==> src/rtl/axis_pixel_packer_if.sv <==
// AXI-Stream bundle used for both the narrow DMA beat side and the wide pixel side of the packer.
interface axis_pixel_packer_if #(
   parameter int W = 64
);
   logic [W-1:0] tdata;
   logic         tvalid;
   logic         tready;
   logic         tlast;

   modport master (output tdata, output tvalid, input tready, output tlast);
   modport slave  (input tdata, input tvalid, output tready, input tlast);
endinterface

==> src/rtl/axis_pixel_packer.sv <==
// Packs BEATS narrow AXI-Stream beats into one CIN*DATA_W pixel word, tracks frame position
// against tlast, and flags frame completion and tlast mismatches.
module axis_pixel_packer #(
   parameter int DATA_W     = 8,
   parameter int CIN        = 128,
   parameter int BUS_W      = 64,
   parameter int IMG_WIDTH  = 224,
   parameter int IMG_HEIGHT = 224
) (
   input  logic                clk,
   input  logic                reset,
   axis_pixel_packer_if.slave  s_axis,
   axis_pixel_packer_if.master m_axis,
   output logic                o_intr,
   output logic                o_err_tlast
);
   localparam int PIX_W     = CIN * DATA_W;
   localparam int BEATS     = PIX_W / BUS_W;
   localparam int ASM_W     = PIX_W - BUS_W;
   localparam int FRAME_PIX = IMG_WIDTH * IMG_HEIGHT;
   localparam int BEAT_CW   = (BEATS > 1) ? $clog2(BEATS) : 1;
   localparam int PIX_CW    = (FRAME_PIX > 1) ? $clog2(FRAME_PIX) : 1;
   localparam logic [BEAT_CW-1:0] LAST_BEAT = BEAT_CW'(BEATS - 1);
   localparam logic [PIX_CW-1:0]  LAST_PIX  = PIX_CW'(FRAME_PIX - 1);

   typedef enum logic [1:0] {
      S_IDLE,
      S_FILL,
      S_WAIT_OUT
   } state_t;

   state_t             r_state;
   logic [BEAT_CW-1:0] r_beat_cnt;
   logic [PIX_CW-1:0]  r_pix_cnt;
   logic [ASM_W-1:0]   r_asm;
   logic [PIX_W-1:0]   r_out_data;
   logic               r_out_vld;
   logic               r_out_tag;
   logic               r_err;

   logic w_last_beat;
   logic w_frame_end;
   logic w_out_vld;
   logic w_out_hs;
   logic w_out_free;
   logic w_s_ready;
   logic w_in_hs;
   logic w_early;

   assign w_last_beat = (r_beat_cnt == LAST_BEAT);
   assign w_frame_end = w_last_beat && (r_pix_cnt == LAST_PIX);
   // Masking valid during reset keeps a stale pixel from handshaking in the reset cycle.
   assign w_out_vld   = r_out_vld && !reset;
   assign w_out_hs    = w_out_vld && m_axis.tready;
   assign w_out_free  = !r_out_vld || m_axis.tready;
   assign w_s_ready   = !w_last_beat || w_out_free;
   assign w_in_hs     = s_axis.tvalid && w_s_ready;
   assign w_early     = w_in_hs && s_axis.tlast && !w_frame_end;

   assign s_axis.tready = w_s_ready;
   assign m_axis.tvalid = w_out_vld;
   assign m_axis.tdata  = r_out_data;
   assign m_axis.tlast  = r_out_tag;
   assign o_intr        = w_out_hs && r_out_tag;
   assign o_err_tlast   = r_err;

   always_ff @(posedge clk) begin
      if (reset) begin
         r_state    <= S_IDLE;
         r_beat_cnt <= '0;
         r_pix_cnt  <= '0;
         r_asm      <= '0;
         r_out_data <= '0;
         r_out_vld  <= 1'b0;
         r_out_tag  <= 1'b0;
         r_err      <= 1'b0;
      end else begin
         r_err <= w_in_hs && (s_axis.tlast != w_frame_end);

         // Output stage: drain and refill may happen in the same cycle.
         if (w_out_hs)
            r_out_vld <= 1'b0;
         if (w_in_hs && w_last_beat) begin
            r_out_vld  <= 1'b1;
            r_out_data <= {s_axis.tdata, r_asm};
            r_out_tag  <= w_frame_end;
         end

         if (w_early && !w_last_beat) begin
            r_asm <= '0;
         end else if (w_in_hs && !w_last_beat) begin
            for (int k = 0; k < BEATS - 1; k++)
               if (r_beat_cnt == BEAT_CW'(k))
                  r_asm[k*BUS_W +: BUS_W] <= s_axis.tdata;
         end

         if (w_in_hs) begin
            if (s_axis.tlast || w_last_beat)
               r_beat_cnt <= '0;
            else
               r_beat_cnt <= r_beat_cnt + 1'b1;
            if (s_axis.tlast || w_frame_end)
               r_pix_cnt <= '0;
            else if (w_last_beat)
               r_pix_cnt <= r_pix_cnt + 1'b1;
         end

         if (w_early || (w_in_hs && w_frame_end)) begin
            r_state <= S_IDLE;
         end else begin
            case (r_state)
               S_IDLE:
                  if (w_in_hs)
                     r_state <= S_FILL;
               S_FILL:
                  if (w_last_beat && s_axis.tvalid && !w_s_ready)
                     r_state <= S_WAIT_OUT;
               S_WAIT_OUT:
                  if (w_out_free)
                     r_state <= S_FILL;
               default:
                  r_state <= S_IDLE;
            endcase
         end
      end
   end
endmodule

==> src/flat_wrapper.sv <==
// flat-port wrapper written by rule: the top's interface ports become plain ports
module axis_pixel_packer_flat 
#(
   parameter int DATA_W     = 8,
   parameter int CIN        = 128,
   parameter int BUS_W      = 64,
   parameter int IMG_WIDTH  = 224,
   parameter int IMG_HEIGHT = 224
)
  (clk, reset, o_intr, o_err_tlast, s_axis_tdata, s_axis_tvalid, s_axis_tready, s_axis_tlast, m_axis_tdata, m_axis_tvalid, m_axis_tready, m_axis_tlast);
  axis_pixel_packer_if #(.W(BUS_W)) s_axis_i ();
  axis_pixel_packer_if #(.W((CIN * DATA_W))) m_axis_i ();
  input  logic clk;
  input  logic reset;
  output logic o_intr;
  output logic o_err_tlast;
  input wire logic [$bits(s_axis_i.tdata)-1:0] s_axis_tdata;
  input wire logic [$bits(s_axis_i.tvalid)-1:0] s_axis_tvalid;
  output wire logic [$bits(s_axis_i.tready)-1:0] s_axis_tready;
  input wire logic [$bits(s_axis_i.tlast)-1:0] s_axis_tlast;
  output wire logic [$bits(m_axis_i.tdata)-1:0] m_axis_tdata;
  output wire logic [$bits(m_axis_i.tvalid)-1:0] m_axis_tvalid;
  input wire logic [$bits(m_axis_i.tready)-1:0] m_axis_tready;
  output wire logic [$bits(m_axis_i.tlast)-1:0] m_axis_tlast;
  assign s_axis_i.tdata = s_axis_tdata;
  assign s_axis_i.tvalid = s_axis_tvalid;
  assign s_axis_tready = s_axis_i.tready;
  assign s_axis_i.tlast = s_axis_tlast;
  assign m_axis_tdata = m_axis_i.tdata;
  assign m_axis_tvalid = m_axis_i.tvalid;
  assign m_axis_i.tready = m_axis_tready;
  assign m_axis_tlast = m_axis_i.tlast;
  axis_pixel_packer #(.DATA_W(DATA_W), .CIN(CIN), .BUS_W(BUS_W), .IMG_WIDTH(IMG_WIDTH), .IMG_HEIGHT(IMG_HEIGHT)) u_core (.clk(clk), .reset(reset), .s_axis(s_axis_i), .m_axis(m_axis_i), .o_intr(o_intr), .o_err_tlast(o_err_tlast));
endmodule
==> config.mk <==
export PLATFORM = sky130hd
export DESIGN_NAME = axis_pixel_packer_flat
export DESIGN_NICKNAME = d
export VERILOG_FILES = /design/src/rtl/axis_pixel_packer_if.sv /design/src/rtl/axis_pixel_packer.sv /design/src/flat_wrapper.sv
export SDC_FILE = /design/constraint.sdc
export NUM_CORES = 2
export LEC_CHECK = 0
export ABC_AREA = 1
export CAP_MARGIN = 20
export CORE_ASPECT_RATIO = 0.6
export CORE_MARGIN = 2
export CORE_UTILIZATION = 25
export CTS_CLUSTER_SIZE = 10
export DETAILED_ROUTE_END_ITERATION = 8
export MAX_ROUTING_LAYER = met4
export REMOVE_ABC_BUFFERS = 1
export SYNTH_ARGS = -nofsm -noshare
export SYNTH_HDL_FRONTEND = slang
export SYNTH_SLANG_ARGS = --single-unit
export TNS_END_PERCENT = 20
==> constraint.sdc <==
create_clock -name clk -period 6.5 [get_ports clk]
set_input_delay 1.3 -clock clk [delete_from_list [all_inputs] [get_ports clk]]
set_output_delay 1.3 -clock clk [all_outputs]
set_load 0.01 [all_outputs]
==> out/metrics.csv <==
stage,metric,value,unit
global_routing,vias in the first global route,56660,
logic_synthesis,Mapped Cells,8957,
global_routing,largest net degree at the start of global routing,200,
clock_tree,Clock Latency Late Sink,0.89,ns
power_and_ir_drop,P_int,18.81,mW
timing,Fmax,242.6,MHz
placed_design,Port Buf Inserts,1097,
die,Die Area,283500,um2
placed_design,Placer Congestion,0.8596,
timing,Final setup viols,0,
timing,setup ws final,2.378,ns
layout,final net count,9736,
global_routing,first-pass GRT wire length,400.1,mm
worst_setup_path,CP max FO,7,
power_and_ir_drop,Lkg Pwr,27.80,nW
power_and_ir_drop,total net switching power,5.530,mW
clock_tree,cts bufs inserted,229,
logic_synthesis,Synth Register Bits,2007,
worst_setup_path,crit path kind,reg -> out,
drt,DR iter-0 viols,6671,
worst_setup_path,kind of end point of the critical path,primary output,
layout,share of layout cells above drive strength 1,4.566,%
layout,fill count,29170,
outcome,status,finished clean,
drt,routed vias,63050,
clock_tree,root buf cell,clkbuf_16,
power_and_ir_drop,combinational power share,2.8,%
timing,hold_ws,0.4251,ns
timing,final worst clock skew,0.06052,ns
global_routing,grt ovf,0,
clock_tree,clk buf depth,4,
drt,Antenna Nets Post-Route,0,
worst_setup_path,arrival time worst endpoint,2.82,ns
clock_tree,Post-CTS Resized,0,
timing,period utilization,63.41,%
worst_setup_path,Startpoint Class,register,
timing,final hold vios,0,
clock_tree,Post-CTS Setup Inserts,0,
flow_run,max-cap violations,0,
global_routing,Total GRT Usage,19.37,%
logic_synthesis,Mapped Area,69790,um2
clock_tree,clock-pin slew on the worst setup and hold paths,0.06,ns
layout,"commonest non-fill, non-tap cells in the layout","3954 x nand2_1, 2007 x dfxtp_1, 1995 x a21oi_1",
drt,DRT Pass-1 Iters,6,
global_routing,antenna violations before repair,14,
worst_setup_path,CP required,5.20,ns
power_and_ir_drop,PwrDens,271.8,nW/um2
die,# IOs,1098,
die,number of cell rows,150,
layout,multi-input logic area,26070,um2
layout,Layout area overhead,28.33,%
power_and_ir_drop,Seq pwr share,50.8,%
timing,Max Slew Vio Count,0,
logic_synthesis,Synth warnings,0,
die,Die H,413.3,um
logic_synthesis,Synth Area per Inst,7.791,um2
drt,routed vias/inst,4.703,
die,Starting Density,25.09,%
timing,slew of the pin with the lowest slew margin,1.228,ns
placed_design,worst slack at placement,2.072,ns
logic_synthesis,sequential fraction of the synthesis area,57.57,%
die,die width,686.1,um
die,Core ar.,278100,um2
power_and_ir_drop,Sw Share,22.72,%
timing,setup TNS,0,ns
timing,minimum clock period,4.122,ns
clock_tree,CTS Hold Bufs,0,
power_and_ir_drop,Clk pwr share,46.4,%
drt,final WL,282.5,mm
logic_synthesis,Synth cell types,28,
clock_tree,CTS H-tree lvls,4,
clock_tree,CTS tree,done,
hold_path,Hold Path Class,reg -> reg,
drt,DRC errors left,0,
timing,RSZ-0062 raised after global routing,false,
layout,"most common cell after layout, fill and taps aside",nand2_1,
power_and_ir_drop,Max VDD drop,0.2221,mV
timing,Slew Limit Headroom,18.14,%
clock_tree,TritonCTS Sinks,2007,
drt,DR WL/cell,21.07,um
placed_design,HPWL after DPL,174.1,mm
layout,register area,40180,um2
## worst paths after layout
path | to | slack [ns] | cells after the start | from
worst min-delay path | u_core.m_axis.tdata[245] | 0.43 | 2 | u_core.r_asm[245]
worst min register to register | u_core.m_axis.tdata[245] | 0.43 | 2 | u_core.r_asm[245]
worst max register to register | u_core.m_axis.tdata[877] | 3.04 | 7 | u_core.r_beat_cnt[2]
worst max-delay path | s_axis_tready | 2.38 | 4 | u_core.r_beat_cnt[2]
## layout make-up
cell class / count / area share, %
diodes: 3 / 0.008382
clock buffers: 239 / 6.521
clock inverters: 11 / 0.2319
inverters: 44 / 0.2012
multi-input cells: 6138 / 29.11
flip-flops and latches: 2007 / 44.86
well taps: 3724 / 5.203
repair buffers: 1241 / 13.86
## worst max-delay path: stages, from the launching register on
cell	delay (ns)
dfxtp_1	0.67
nand2_4	0.21
nor2_2	0.35
nand2_1	0.12
clkdlybuf4s50_1	0.58
## synthesized netlist by cell type (all sizes together)
cell	instances	area share, %
a21oi	1995	14
buf	490	3.5
clkbuf	278	1.5
dfxtp	2007	58
ha	6	0.11
inv	44	0.24
nand2	3973	21
nand3	82	0.61
nand4	2	0.018
nor2	61	0.52
nor3	5	0.036
nor4	1	0.0090
o21ai	8	0.063
o21bai	1	0.011
o22ai	1	0.0090
xnor2	1	0.013
xor2	2	0.025
## registers in the layout, indices dropped and copies added, names as in the netlist
signal,count
u_core.m_axis.tdata,1024
u_core.r_pix_cnt,16
u_core.r_beat_cnt,4
u_core.r_asm,960
u_core.o_err_tlast,1
u_core.r_out_vld,1
u_core.m_axis.tlast,1
## through the flow
stage | instance area (um2) | cells | utilization (%) | power [mW]
final | 89560 | 13410 | 32.20 | 24.34
after detailed placement | 83500 | 13150 | 30.02 | 13.31
after floorplan | 66300 | 8189 | - | 12.83
after global routing | 89560 | 13410 | 32.20 | 25.08
after CTS | 89550 | 13400 | 32.20 | 24.53
after global placement | 83480 | 13150 | 30.01 | 13.31
## routing by layer
layer	up-vias	GRT usage (%)	routed length, um
met5	-	-	0
met4	0	4.971	6836
met3	404	3.958	24290
met2	2643	28.51	123700
met1	30170	26.94	127600
li1	29840	-	-
## power groups by stage
stage	Sequential [mW]	Clock [mW]	Combinational, mW
6_report	12.4	11.3	0.678
5_1_grt	12.4	12.0	0.717
4_1_cts	12.4	11.5	0.677
3_5_place_dp	12.6	0	0.676
3_3_place_gp	12.6	0	0.675
2_1_floorplan	12.6	0	0.204
## cells by family after synthesis
| family | share of synthesized area (%) |
|---|---|
| flops | 57.57 |
| xor+xnor | 0.03766 |
| buf+inv | 5.233 |
| compound gates | 14.39 |
| fa+ha+maj | 0.1076 |
| simple gates | 22.66 |
No activity file was read; power rests on OpenSTA's default activity.
